## config.mk

```make
export PLATFORM = sky130hd
export DESIGN_NAME = mem_arbiter_flat
export DESIGN_NICKNAME = d
export VERILOG_FILES = /design/src/rtl/mem_arbiter_pkg.sv /design/src/rtl/mem_arbiter_if.sv /design/src/rtl/mem_arbiter_perf.sv /design/src/rtl/mem_arbiter.sv /design/src/flat_wrapper.sv
export SDC_FILE = /design/constraint.sdc
export NUM_CORES = 1
export LEC_CHECK = 0
export ABC_AREA = 0
export CAP_MARGIN = 20
export CORE_MARGIN = 2
export CORE_UTILIZATION = 35
export DETAILED_ROUTE_END_ITERATION = 6
export PLACE_DENSITY = 0.82
export SLEW_MARGIN = 15
export SYNTH_ARGS = -nofsm -noshare
export SYNTH_HDL_FRONTEND = slang
export SYNTH_SLANG_ARGS = --single-unit
```

## constraint.sdc

```tcl
create_clock -name clk -period 2 [get_ports clk]
set_clock_uncertainty 0.15 [all_clocks]
set_input_delay 0.4 -clock clk [delete_from_list [all_inputs] [get_ports clk]]
set_output_delay 0.4 -clock clk [all_outputs]
set_load 0.005 [all_outputs]
```

## src/rtl/mem_arbiter_pkg.sv

```systemverilog
// Shared types for the instruction/data memory arbiter: FSM state and latched request.
// Struct widths are fixed here; mem_arbiter's width parameters are expected to match them.
package rv32i_types;

  localparam int ARB_ADDR_W = 32;
  localparam int ARB_DATA_W = 32;
  localparam int ARB_MBE_W  = ARB_DATA_W / 8;

  typedef enum logic [1:0] {
    IDLE = 2'd0,
    INST = 2'd1,
    DATA = 2'd2
  } arb_state_t;

  typedef struct packed {
    logic [ARB_ADDR_W-1:0] addr;
    logic [ARB_DATA_W-1:0] wdata;
    logic [ARB_MBE_W-1:0]  mbe;
    logic                  read;
    logic                  write;
  } arb_req_t;

  // A simultaneous read+write is issued as a write; reads carry all-ones mbe and zero wdata.
  function automatic arb_req_t make_data_req(input logic [ARB_ADDR_W-1:0] addr,
                                             input logic [ARB_DATA_W-1:0] wdata,
                                             input logic [ARB_MBE_W-1:0]  mbe,
                                             input logic                  rd,
                                             input logic                  wr);
    arb_req_t r;
    r.addr  = addr;
    r.write = wr;
    r.read  = rd & ~wr;
    r.wdata = wr ? wdata : '0;
    r.mbe   = wr ? mbe : '1;
    return r;
  endfunction

  function automatic arb_req_t make_fetch_req(input logic [ARB_ADDR_W-1:0] addr);
    arb_req_t r;
    r.addr  = addr;
    r.wdata = '0;
    r.mbe   = '1;
    r.read  = 1'b1;
    r.write = 1'b0;
    return r;
  endfunction

endpackage

```

## src/rtl/mem_arbiter_if.sv

```systemverilog
// Bundle of the fetch port, data port and shared memory port seen by mem_arbiter.
// valid/ready: inst_read/data_read/data_write and mem_read/mem_write are held until the matching 1-cycle *_resp pulse.
interface mem_arbiter_if #(
  parameter int ADDR_WIDTH = 32,
  parameter int DATA_WIDTH = 32
);
  logic                    inst_read;
  logic [ADDR_WIDTH-1:0]   inst_addr;
  logic                    inst_resp;
  logic [DATA_WIDTH-1:0]   inst_rdata;

  logic                    data_read;
  logic                    data_write;
  logic [DATA_WIDTH/8-1:0] data_mbe;
  logic [ADDR_WIDTH-1:0]   data_addr;
  logic [DATA_WIDTH-1:0]   data_wdata;
  logic                    data_resp;
  logic [DATA_WIDTH-1:0]   data_rdata;

  logic                    mem_read;
  logic                    mem_write;
  logic [DATA_WIDTH/8-1:0] mem_mbe;
  logic [ADDR_WIDTH-1:0]   mem_addr;
  logic [DATA_WIDTH-1:0]   mem_wdata;
  logic                    mem_resp;
  logic [DATA_WIDTH-1:0]   mem_rdata;

  // Arbiter side
  modport slave (
    input  inst_read, inst_addr,
    output inst_resp, inst_rdata,
    input  data_read, data_write, data_mbe, data_addr, data_wdata,
    output data_resp, data_rdata,
    output mem_read, mem_write, mem_mbe, mem_addr, mem_wdata,
    input  mem_resp, mem_rdata
  );

  // Requester and memory side
  modport master (
    output inst_read, inst_addr,
    input  inst_resp, inst_rdata,
    output data_read, data_write, data_mbe, data_addr, data_wdata,
    input  data_resp, data_rdata,
    input  mem_read, mem_write, mem_mbe, mem_addr, mem_wdata,
    output mem_resp, mem_rdata
  );
endinterface

```

## src/rtl/mem_arbiter_perf.sv

```systemverilog
// Wrapping event counters for the arbiter: completed fetches, completed data accesses, IDLE conflicts.
// Only instantiated when MEM_ARB_PERF_EN is defined.
module mem_arb_perf #(
  parameter int CNT_WIDTH = 32
) (
  input  logic                 clk,
  input  logic                 rst,
  input  logic                 inst_evt_i,
  input  logic                 data_evt_i,
  input  logic                 conf_evt_i,
  output logic [CNT_WIDTH-1:0] inst_cnt_o,
  output logic [CNT_WIDTH-1:0] data_cnt_o,
  output logic [CNT_WIDTH-1:0] conf_cnt_o
);
  logic [CNT_WIDTH-1:0] inst_cnt_q, data_cnt_q, conf_cnt_q;

  always_ff @(posedge clk) begin
    if (rst) begin
      inst_cnt_q <= '0;
      data_cnt_q <= '0;
      conf_cnt_q <= '0;
    end else begin
      if (inst_evt_i) inst_cnt_q <= inst_cnt_q + 1'b1;
      if (data_evt_i) data_cnt_q <= data_cnt_q + 1'b1;
      if (conf_evt_i) conf_cnt_q <= conf_cnt_q + 1'b1;
    end
  end

  assign inst_cnt_o = inst_cnt_q;
  assign data_cnt_o = data_cnt_q;
  assign conf_cnt_o = conf_cnt_q;
endmodule

```

## src/rtl/mem_arbiter.sv

```systemverilog
// Merges fetch and data ports onto one shared memory port; data wins arbitration in IDLE.
// Optional performance counters are built when MEM_ARB_PERF_EN is defined.
module mem_arbiter
  import rv32i_types::*;
#(
  parameter int ADDR_WIDTH     = ARB_ADDR_W,
  parameter int DATA_WIDTH     = ARB_DATA_W,
  parameter int PERF_CNT_WIDTH = 32
) (
  input  logic                      clk,
  input  logic                      rst,
  mem_arbiter_if.slave              bus,
  output arb_state_t                dbg_state_o
`ifdef MEM_ARB_PERF_EN
  ,
  output logic [PERF_CNT_WIDTH-1:0] perf_inst_cnt,
  output logic [PERF_CNT_WIDTH-1:0] perf_data_cnt,
  output logic [PERF_CNT_WIDTH-1:0] perf_conf_cnt
`endif
);
  localparam int MBE_W = DATA_WIDTH / 8;

  arb_state_t state_q, state_d;
  arb_req_t   req_q, req_d;
  logic       data_req_any;

  assign data_req_any = bus.data_read | bus.data_write;

  always_comb begin
    state_d = state_q;
    req_d   = req_q;
    unique case (state_q)
      IDLE: begin
        if (data_req_any) begin
          state_d = DATA;
          req_d   = make_data_req(ARB_ADDR_W'(bus.data_addr), ARB_DATA_W'(bus.data_wdata),
                                  ARB_MBE_W'(bus.data_mbe), bus.data_read, bus.data_write);
        end else if (bus.inst_read) begin
          state_d = INST;
          req_d   = make_fetch_req(ARB_ADDR_W'(bus.inst_addr));
        end
      end
      // Completion clears the request regs so strobes drop the cycle after mem_resp.
      INST, DATA: begin
        if (bus.mem_resp) begin
          state_d = IDLE;
          req_d   = '0;
        end
      end
      default: begin
        state_d = IDLE;
        req_d   = '0;
      end
    endcase
  end

  always_ff @(posedge clk) begin
    if (rst) begin
      state_q <= IDLE;
      req_q   <= '0;
    end else begin
      state_q <= state_d;
      req_q   <= req_d;
    end
  end

  assign bus.mem_read  = req_q.read;
  assign bus.mem_write = req_q.write;
  assign bus.mem_mbe   = MBE_W'(req_q.mbe);
  assign bus.mem_addr  = ADDR_WIDTH'(req_q.addr);
  assign bus.mem_wdata = DATA_WIDTH'(req_q.wdata);

  // Responses are a same-cycle pass-through of mem_resp to whichever port owns the access.
  assign bus.inst_resp  = (state_q == INST) & bus.mem_resp;
  assign bus.data_resp  = (state_q == DATA) & bus.mem_resp;
  assign bus.inst_rdata = bus.inst_resp ? bus.mem_rdata : '0;
  assign bus.data_rdata = bus.data_resp ? bus.mem_rdata : '0;

  assign dbg_state_o = state_q;

`ifdef MEM_ARB_PERF_EN
  mem_arb_perf #(
    .CNT_WIDTH (PERF_CNT_WIDTH)
  ) u_perf (
    .clk        (clk),
    .rst        (rst),
    .inst_evt_i (bus.inst_resp),
    .data_evt_i (bus.data_resp),
    .conf_evt_i ((state_q == IDLE) & bus.inst_read & data_req_any),
    .inst_cnt_o (perf_inst_cnt),
    .data_cnt_o (perf_data_cnt),
    .conf_cnt_o (perf_conf_cnt)
  );
`endif

endmodule
```

## src/flat_wrapper.sv

```systemverilog
// flat-port wrapper written by rule: the top's interface ports become plain ports
module mem_arbiter_flat import rv32i_types::*;
#(
  parameter int ADDR_WIDTH     = ARB_ADDR_W,
  parameter int DATA_WIDTH     = ARB_DATA_W,
  parameter int PERF_CNT_WIDTH = 32
)
  (clk, rst, dbg_state_o, bus_inst_read, bus_inst_addr, bus_inst_resp, bus_inst_rdata, bus_data_read, bus_data_write, bus_data_mbe, bus_data_addr, bus_data_wdata, bus_data_resp, bus_data_rdata, bus_mem_read, bus_mem_write, bus_mem_mbe, bus_mem_addr, bus_mem_wdata, bus_mem_resp, bus_mem_rdata);
  mem_arbiter_if #(.ADDR_WIDTH(ADDR_WIDTH), .DATA_WIDTH(DATA_WIDTH)) bus_i ();
  input  logic clk;
  input  logic rst;
  output arb_state_t dbg_state_o;
  input wire logic [$bits(bus_i.inst_read)-1:0] bus_inst_read;
  input wire logic [$bits(bus_i.inst_addr)-1:0] bus_inst_addr;
  output wire logic [$bits(bus_i.inst_resp)-1:0] bus_inst_resp;
  output wire logic [$bits(bus_i.inst_rdata)-1:0] bus_inst_rdata;
  input wire logic [$bits(bus_i.data_read)-1:0] bus_data_read;
  input wire logic [$bits(bus_i.data_write)-1:0] bus_data_write;
  input wire logic [$bits(bus_i.data_mbe)-1:0] bus_data_mbe;
  input wire logic [$bits(bus_i.data_addr)-1:0] bus_data_addr;
  input wire logic [$bits(bus_i.data_wdata)-1:0] bus_data_wdata;
  output wire logic [$bits(bus_i.data_resp)-1:0] bus_data_resp;
  output wire logic [$bits(bus_i.data_rdata)-1:0] bus_data_rdata;
  output wire logic [$bits(bus_i.mem_read)-1:0] bus_mem_read;
  output wire logic [$bits(bus_i.mem_write)-1:0] bus_mem_write;
  output wire logic [$bits(bus_i.mem_mbe)-1:0] bus_mem_mbe;
  output wire logic [$bits(bus_i.mem_addr)-1:0] bus_mem_addr;
  output wire logic [$bits(bus_i.mem_wdata)-1:0] bus_mem_wdata;
  input wire logic [$bits(bus_i.mem_resp)-1:0] bus_mem_resp;
  input wire logic [$bits(bus_i.mem_rdata)-1:0] bus_mem_rdata;
  assign bus_i.inst_read = bus_inst_read;
  assign bus_i.inst_addr = bus_inst_addr;
  assign bus_inst_resp = bus_i.inst_resp;
  assign bus_inst_rdata = bus_i.inst_rdata;
  assign bus_i.data_read = bus_data_read;
  assign bus_i.data_write = bus_data_write;
  assign bus_i.data_mbe = bus_data_mbe;
  assign bus_i.data_addr = bus_data_addr;
  assign bus_i.data_wdata = bus_data_wdata;
  assign bus_data_resp = bus_i.data_resp;
  assign bus_data_rdata = bus_i.data_rdata;
  assign bus_mem_read = bus_i.mem_read;
  assign bus_mem_write = bus_i.mem_write;
  assign bus_mem_mbe = bus_i.mem_mbe;
  assign bus_mem_addr = bus_i.mem_addr;
  assign bus_mem_wdata = bus_i.mem_wdata;
  assign bus_i.mem_resp = bus_mem_resp;
  assign bus_i.mem_rdata = bus_mem_rdata;
  mem_arbiter #(.ADDR_WIDTH(ADDR_WIDTH), .DATA_WIDTH(DATA_WIDTH), .PERF_CNT_WIDTH(PERF_CNT_WIDTH)) u_core (.clk(clk), .rst(rst), .bus(bus_i), .dbg_state_o(dbg_state_o));
endmodule
```

==> flow_summary.ini, run 1 <==
[drt]
route.final.wire_length_mm = 15.6
drtIter0Drc = 303
via_per_inst = 5.26
route.detailed.wl_per_inst_um = 17.8
firstDrtPassIters = 4
remaining_drc_errors = 0
postRouteAntennaNets = 0
detailroute.via_count = 4611

[critical_path]
critical_path.max_stage_delay_ns = 0.35
cells_along_the_critical_path = buf_6, inv_4, ha_4, buf_12, buf_16, and3_4, buf_6
timing.critical_path.buf_inv = 5
required_ns = 1.45
worst_path_most_repeated_cell = sky130_fd_sc_hd__buf_6
critPathKind = register to output pin
cp-end-kind = output pin
critical_path.top_delay_family = buffers and inverters
critPathSlowestCell = sky130_fd_sc_hd__dfxtp_2
critical_path.max_fanout = 8
timing.critical_path.arrival_ns = 1.54
worst-r2r-setup-slack_ns = -0.02
start_kind = register

[clock_tree]
clock-sinks = 72
cts.reportedPaths.clkPinSlew_ns = 0.07
cts.hold.buffers_added = 0
cts_inserted_buffers = 9
htreeDepth = 3
cts_tree = built
cts_max_path_buffers = 2
worstSkewPairLatency_ns = 0.34
cell_chosen_for_the_clock_root = sky130_fd_sc_hd__clkbuf_8

[yosys]
synth_enable_flop_cells = 0
avgSynthCellArea_um2 = 8.20
ys.flop_type = sky130_fd_sc_hd__dfxtp_1
postSynthNetCount = 600
asyncSetResetFlopFracSynth = 0
yosysUniqueCellTypes = 32
synth_area_mm2 = 0.00376
yosysWarningCount = 0
synth-seq-area-share = 0.383
ff_latch_count_synth = 72
netlist_instances = 459

[finish]
final_common_cell = sky130_fd_sc_hd__clkdlybuf4s50_1
drive_gt1_frac = 0.229
multiInputGateArea_mm2 = 0.00227
fillCellCount = 785
layout_nets = 874
final_cell_mix = sky130_fd_sc_hd__clkdlybuf4s50_1 (206), sky130_fd_sc_hd__o21ai_0 (70), sky130_fd_sc_hd__dfxtp_1 (70)
sequential_cell_area_mm2 = 0.00145
synthToLayoutAreaGrowth_pct = 92.8

[floorplan]
design.die.area_mm2 = 0.0116
core.rowCount = 37
die-height_um = 108
die_boundary_width_um = 108
top_level_ports = 276
initial_core_util = 0.363
core_area_mm2 = 0.0104

[timing]
rsz0062_at_grt = yes
setup_violations = 43
timing.final.hold_violations = 0
slew_at_the_pin_closest_to_its_max_slew_limit_ns = 0.406
final.period_utilization = 1.04
final.setup.worst_slack_ns = -0.0871
finalCriticalPeriod_ns = 2.09
max_freq_mhz = 479
drv_slew = 0
slew-limit-headroom = 0.729
setup_tns_ns = -1.76

[placed_design]
place.port_buffers = 275
detailed_placer_s_ending_hpwl_mm = 10.8
globalplace.congestion = 0.865

[grt]
grt_first_pass_wirelength_mm = 23.2
total_routing_usage_reported_by_global_routing = 0.251
grt_pass1_vias = 4541
grt_antenna_before_repair = 2
global_route_overflow = 0
grt_start_max_net_pins = 40

[status]
run_status = finished with violations
failing_checks = setup timing

[power]
power.ir.vdd_worst_v = 0.000412
cellPowerDensity_mw_per_mm2 = 604
total_leakage_power_uw = 0.00294
design_power_total_uw = 4390

[job]
timing.max_cap.violations = 0

[min_path]
hold_class = input port to register
-- cells by family (layout without fill, tap and decap cells) --
logic type	Yosys count	after routing	share of synthesized area
compound gates	179	179	0.309
fa+ha+maj	3	3	0.00997
buf+inv	57	336	0.0675
flops	72	72	0.383
mux	1	1	0.00299
other cells	0	2	0
simple gates	147	147	0.228
-- routing by layer --
metal	track usage	wire, um	vias to the layer above
li1	-	-	2218
met1	0.268	5760	2139
met2	0.455	8110	220
met3	0.0617	1130	34
met4	0.128	629	0
met5	0	0	-
-- power by group --
group / total [uW] / internal (uW) / switching, uW
Clock: 1240 / 699 / 544
Sequential: 1650 / 1580 / 75.4
Combinational: 1490 / 888 / 604
-- synthesized netlist by cell type, drive strengths merged, types with 2 or more instances --
| master | number | area [um^2] |
|---|---|---|
| a21oi | 5 | 36.3 |
| a31oi | 32 | 200 |
| and2 | 2 | 12.5 |
| and3 | 64 | 400 |
| buf | 9 | 70.1 |
| clkbuf | 45 | 173 |
| dfxtp | 72 | 1440 |
| ha | 3 | 37.5 |
| inv | 3 | 11.3 |
| nand2 | 33 | 126 |
| nand3b | 2 | 15.0 |
| nor2b | 39 | 244 |
| o21a | 32 | 240 |
| o21ai | 74 | 370 |
| o2bb2ai | 32 | 287 |
| o31ai | 4 | 30.0 |
-- state kept, by name, indices dropped and copies added (netlist names) --
name,flops
u_core.bus.mem_addr,32
u_core.bus.mem_mbe,4
u_core.bus.mem_read,1
u_core.bus.mem_wdata,32
u_core.bus.mem_write,1
u_core.dbg_state_o,2
-- final timing paths --
| path | startpoint | to | cells past startpoint |
|---|---|---|---|
| hold reg to reg | u_core.bus.mem_addr[4]$_SDFFE_PP0P_ | u_core.bus.mem_addr[4]$_SDFFE_PP0P_ | 1 |
| hold / removal | rst | u_core.bus.mem_read$_SDFFE_PP0P_ | 2 |
| setup reg to reg | u_core.dbg_state_o[1]$_SDFFE_PP0P_ | u_core.bus.mem_addr[19]$_SDFFE_PP0P_ | 7 |
| setup / recovery | u_core.dbg_state_o[0]$_SDFFE_PP0P_ | bus_data_rdata[15] | 7 |
-- repair_timing --
action | CTS | global route
pin swaps | 3 | 3
cloned | 5 | 2
gates resized for setup | 262 | 70
endpoints found under the setup margin | 66 | 121
buffers inserted | 8 | 2
-- area by class of cell --
type | instances | share of cell area
multi-input cells | 330 | 0.312
repair buffers | 317 | 0.433
inverters | 3 | 0.00190
diodes | 2 | 0.000690
well taps | 136 | 0.0234
clock buffers | 10 | 0.0176
flip-flops and latches | 72 | 0.199
clock inverters | 6 | 0.0115
-- metrics by stage --
step,hold slack [ns],std cells,setup WS (ns),area [um^2],util
after floorplan,0.306,459,0.145,3760,-
after global placement,0.295,843,-0.352,6760,0.652
after detailed placement,0.299,843,-0.386,6760,0.652
after CTS,0.271,872,-0.0914,7050,0.679
after global routing,0.295,876,-0.135,7260,0.700
final,0.282,876,-0.0871,7260,0.700
Note: power is estimated with default switching activity, not from simulation.
==> run 2: changes to the inputs <==
--- a/config.mk
+++ b/config.mk
@@ -10,7 +10,7 @@
 export CORE_MARGIN = 2
 export CORE_UTILIZATION = 35
 export DETAILED_ROUTE_END_ITERATION = 6
-export PLACE_DENSITY = 0.82
+export PLACE_DENSITY = 0.87
 export SLEW_MARGIN = 15
 export SYNTH_ARGS = -nofsm -noshare
 export SYNTH_HDL_FRONTEND = slang
==> run 2 against run 1 <==
  * Cell area up 8.3%
  * Sequential share of layout area down 1.5 points
  * Wire length up 16%
  * Critical endpoint is now bus_data_rdata[12]
  * Die area unchanged
  * Sequential power about the same
  * Combinational power up 16%
  * Critical path depth unchanged
  * Global-route usage up 1.7 points
  * Total power up 5.6%
  * Core utilization up 5.8 points
  * Clock-buffer cell count up 2
  * The flow still finishes with violations (setup timing)
  * Hold slack better by 0.032 ns
==> flow_summary.ini, run 2 (synthesis gave the netlist of run 1 again) <==
[finish]
final_common_cell = sky130_fd_sc_hd__clkdlybuf4s50_1
synthToLayoutAreaGrowth_pct = 109
final_cell_mix = sky130_fd_sc_hd__clkdlybuf4s50_1 (207), sky130_fd_sc_hd__o21ai_0 (70), sky130_fd_sc_hd__dfxtp_1 (70)
layout.cell_area.non_filler_mm2 = 0.00786
finished_core_util = 0.758
drive_gt1_frac = 0.298
layout_nets = 884

[placed_design]
detailed_placer_s_ending_hpwl_mm = 11.2
dpl-instance-area_mm2 = 0.00679
globalplace.congestion = 0.785
place.port_buffers = 275

[grt]
grt_first_pass_wirelength_mm = 24.7
grt_antenna_before_repair = 3
global_route_overflow = 0
total_routing_usage_reported_by_global_routing = 0.268
grt_pass1_vias = 4795
grt_start_max_net_pins = 37

[min_path]
hold_class = register to register

[clock_tree]
cts_max_path_buffers = 2
cts_inserted_buffers = 9
cell_chosen_for_the_clock_root = sky130_fd_sc_hd__clkbuf_8
clock-sinks = 72
worstSkewPairLatency_ns = 0.34
htreeDepth = 3
cts.reportedPaths.clkPinSlew_ns = 0.07
cts_tree = built
cts.hold.buffers_added = 0

[timing]
slew_at_the_pin_closest_to_its_max_slew_limit_ns = 0.417
hold-worst-slack_ns = 0.315
drv_slew = 0
final.setup.worst_slack_ns = -0.111
timing.final.hold_violations = 0
finalCriticalPeriod_ns = 2.11
max_freq_mhz = 474
rsz0062_at_grt = yes
final.period_utilization = 1.06
slew-limit-headroom = 0.721
setup_violations = 93

[floorplan]
initial_core_util = 0.363
core_area_mm2 = 0.0104
design.die.area_mm2 = 0.0116
top_level_ports = 276
die-height_um = 108
core.rowCount = 37
die_boundary_width_um = 108

[critical_path]
critical_path.max_stage_delay_ns = 0.35
critPathSlowestCell = sky130_fd_sc_hd__dfxtp_2
timing.critical_path.buf_inv = 5
cells_along_the_critical_path = buf_6, inv_4, ha_4, buf_12, clkbuf_16, and3_4, buf_6
critical_path.top_delay_family = buffers and inverters
critPathKind = register to output pin
worst_r2r_path_depth = 8
critical_path.max_fanout = 8
crit_start = u_core.dbg_state_o[0]$_SDFFE_PP0P_
cp-end-kind = output pin
start_kind = register
crit-reg2reg-capture = u_core.bus.mem_addr[12]$_SDFFE_PP0P_
required_ns = 1.45
worstSetupPathDepth = 7
worst_path_most_repeated_cell = sky130_fd_sc_hd__buf_6
worstSetupEndpoint = bus_data_rdata[12]
reg2reg_from = u_core.dbg_state_o[0]$_SDFFE_PP0P_
worst-r2r-setup-slack_ns = -0.07
timing.critical_path.arrival_ns = 1.56

[drt]
detailroute.via_count = 4891
firstDrtPassIters = 7
routed_wire_length_on_met2_mm = 9.51
remaining_drc_errors = 0
maxUsedRoutingLayer = met4
route.detailed.wl_per_inst_um = 20.5
met3_length_mm = 1.46
via_per_inst = 5.51
met1_length_mm = 6.42
postRouteAntennaNets = 0
route.final.wire_length_mm = 18.2
drtIter0Drc = 261

[power]
power.ir.vdd_worst_v = 0.000445
total_leakage_power_uw = 0.00304
cellPowerDensity_mw_per_mm2 = 589
design_power_total_uw = 4630

[status]
run_status = finished with violations
failing_checks = setup timing

[job]
timing.max_cap.violations = 0
-- run 2: how the worst min path moves through the flow --
stage	start	endpoint	slack (ns)	cells past startpoint
after floorplan	u_core.bus.mem_addr[11]$_SDFFE_PP0P_	u_core.bus.mem_addr[11]$_SDFFE_PP0P_	0.31	1
after global placement	u_core.bus.mem_addr[26]$_SDFFE_PP0P_	u_core.bus.mem_addr[26]$_SDFFE_PP0P_	0.29	1
after detailed placement	u_core.bus.mem_addr[26]$_SDFFE_PP0P_	u_core.bus.mem_addr[26]$_SDFFE_PP0P_	0.30	1
after CTS	u_core.bus.mem_addr[26]$_SDFFE_PP0P_	u_core.bus.mem_addr[26]$_SDFFE_PP0P_	0.32	1
after global routing	u_core.bus.mem_addr[22]$_SDFFE_PP0P_	u_core.bus.mem_addr[22]$_SDFFE_PP0P_	0.34	1
final	u_core.bus.mem_addr[26]$_SDFFE_PP0P_	u_core.bus.mem_addr[26]$_SDFFE_PP0P_	0.31	1
-- run 2: per-layer routing --
layer | track usage | vias up
met2 | 0.499 | 273
met4 | 0.130 | 0
li1 | - | 2244
met5 | 0 | -
met1 | 0.280 | 2318
met3 | 0.0611 | 56
-- run 2: timing repair --
action | in CTS | in global routing
cloned | 9 | 4
setup endpoints to repair | 86 | 133
resized for setup | 354 | 75
setup buffers | 10 | 8
pin swaps | 14 | 0
-- run 2: final cells by class --
class,count,area (um^2)
Clock inverter,4,51.3
Fill cell,688,2510
Multi-Input combinational cell,331,2520
Inverter,3,16.3
Tap cell,136,170
Clock buffer,12,165
Antenna cell,3,7.51
Timing Repair Buffer,326,3480
Sequential cell,72,1450
-- run 2: where the power goes --
| group | leakage [uW] | switching (uW) | internal, uW |
|---|---|---|---|
| combinational | 0.00234 | 699 | 1030 |
| sequential | 0.000592 | 92.5 | 1580 |
| clock | 0.000109 | 554 | 679 |
| total | 0.00304 | 1350 | 3290 |
-- run 2: through the flow --
stage	TNS, ns	std cells	setup slack (ns)
after floorplan	0	459	0.145
after global placement	-50.72	843	-0.578
after detailed placement	-41.65	844	-0.441
after CTS	-5.01	877	-0.108
after global routing	-9.42	887	-0.144
final	-5.13	887	-0.111
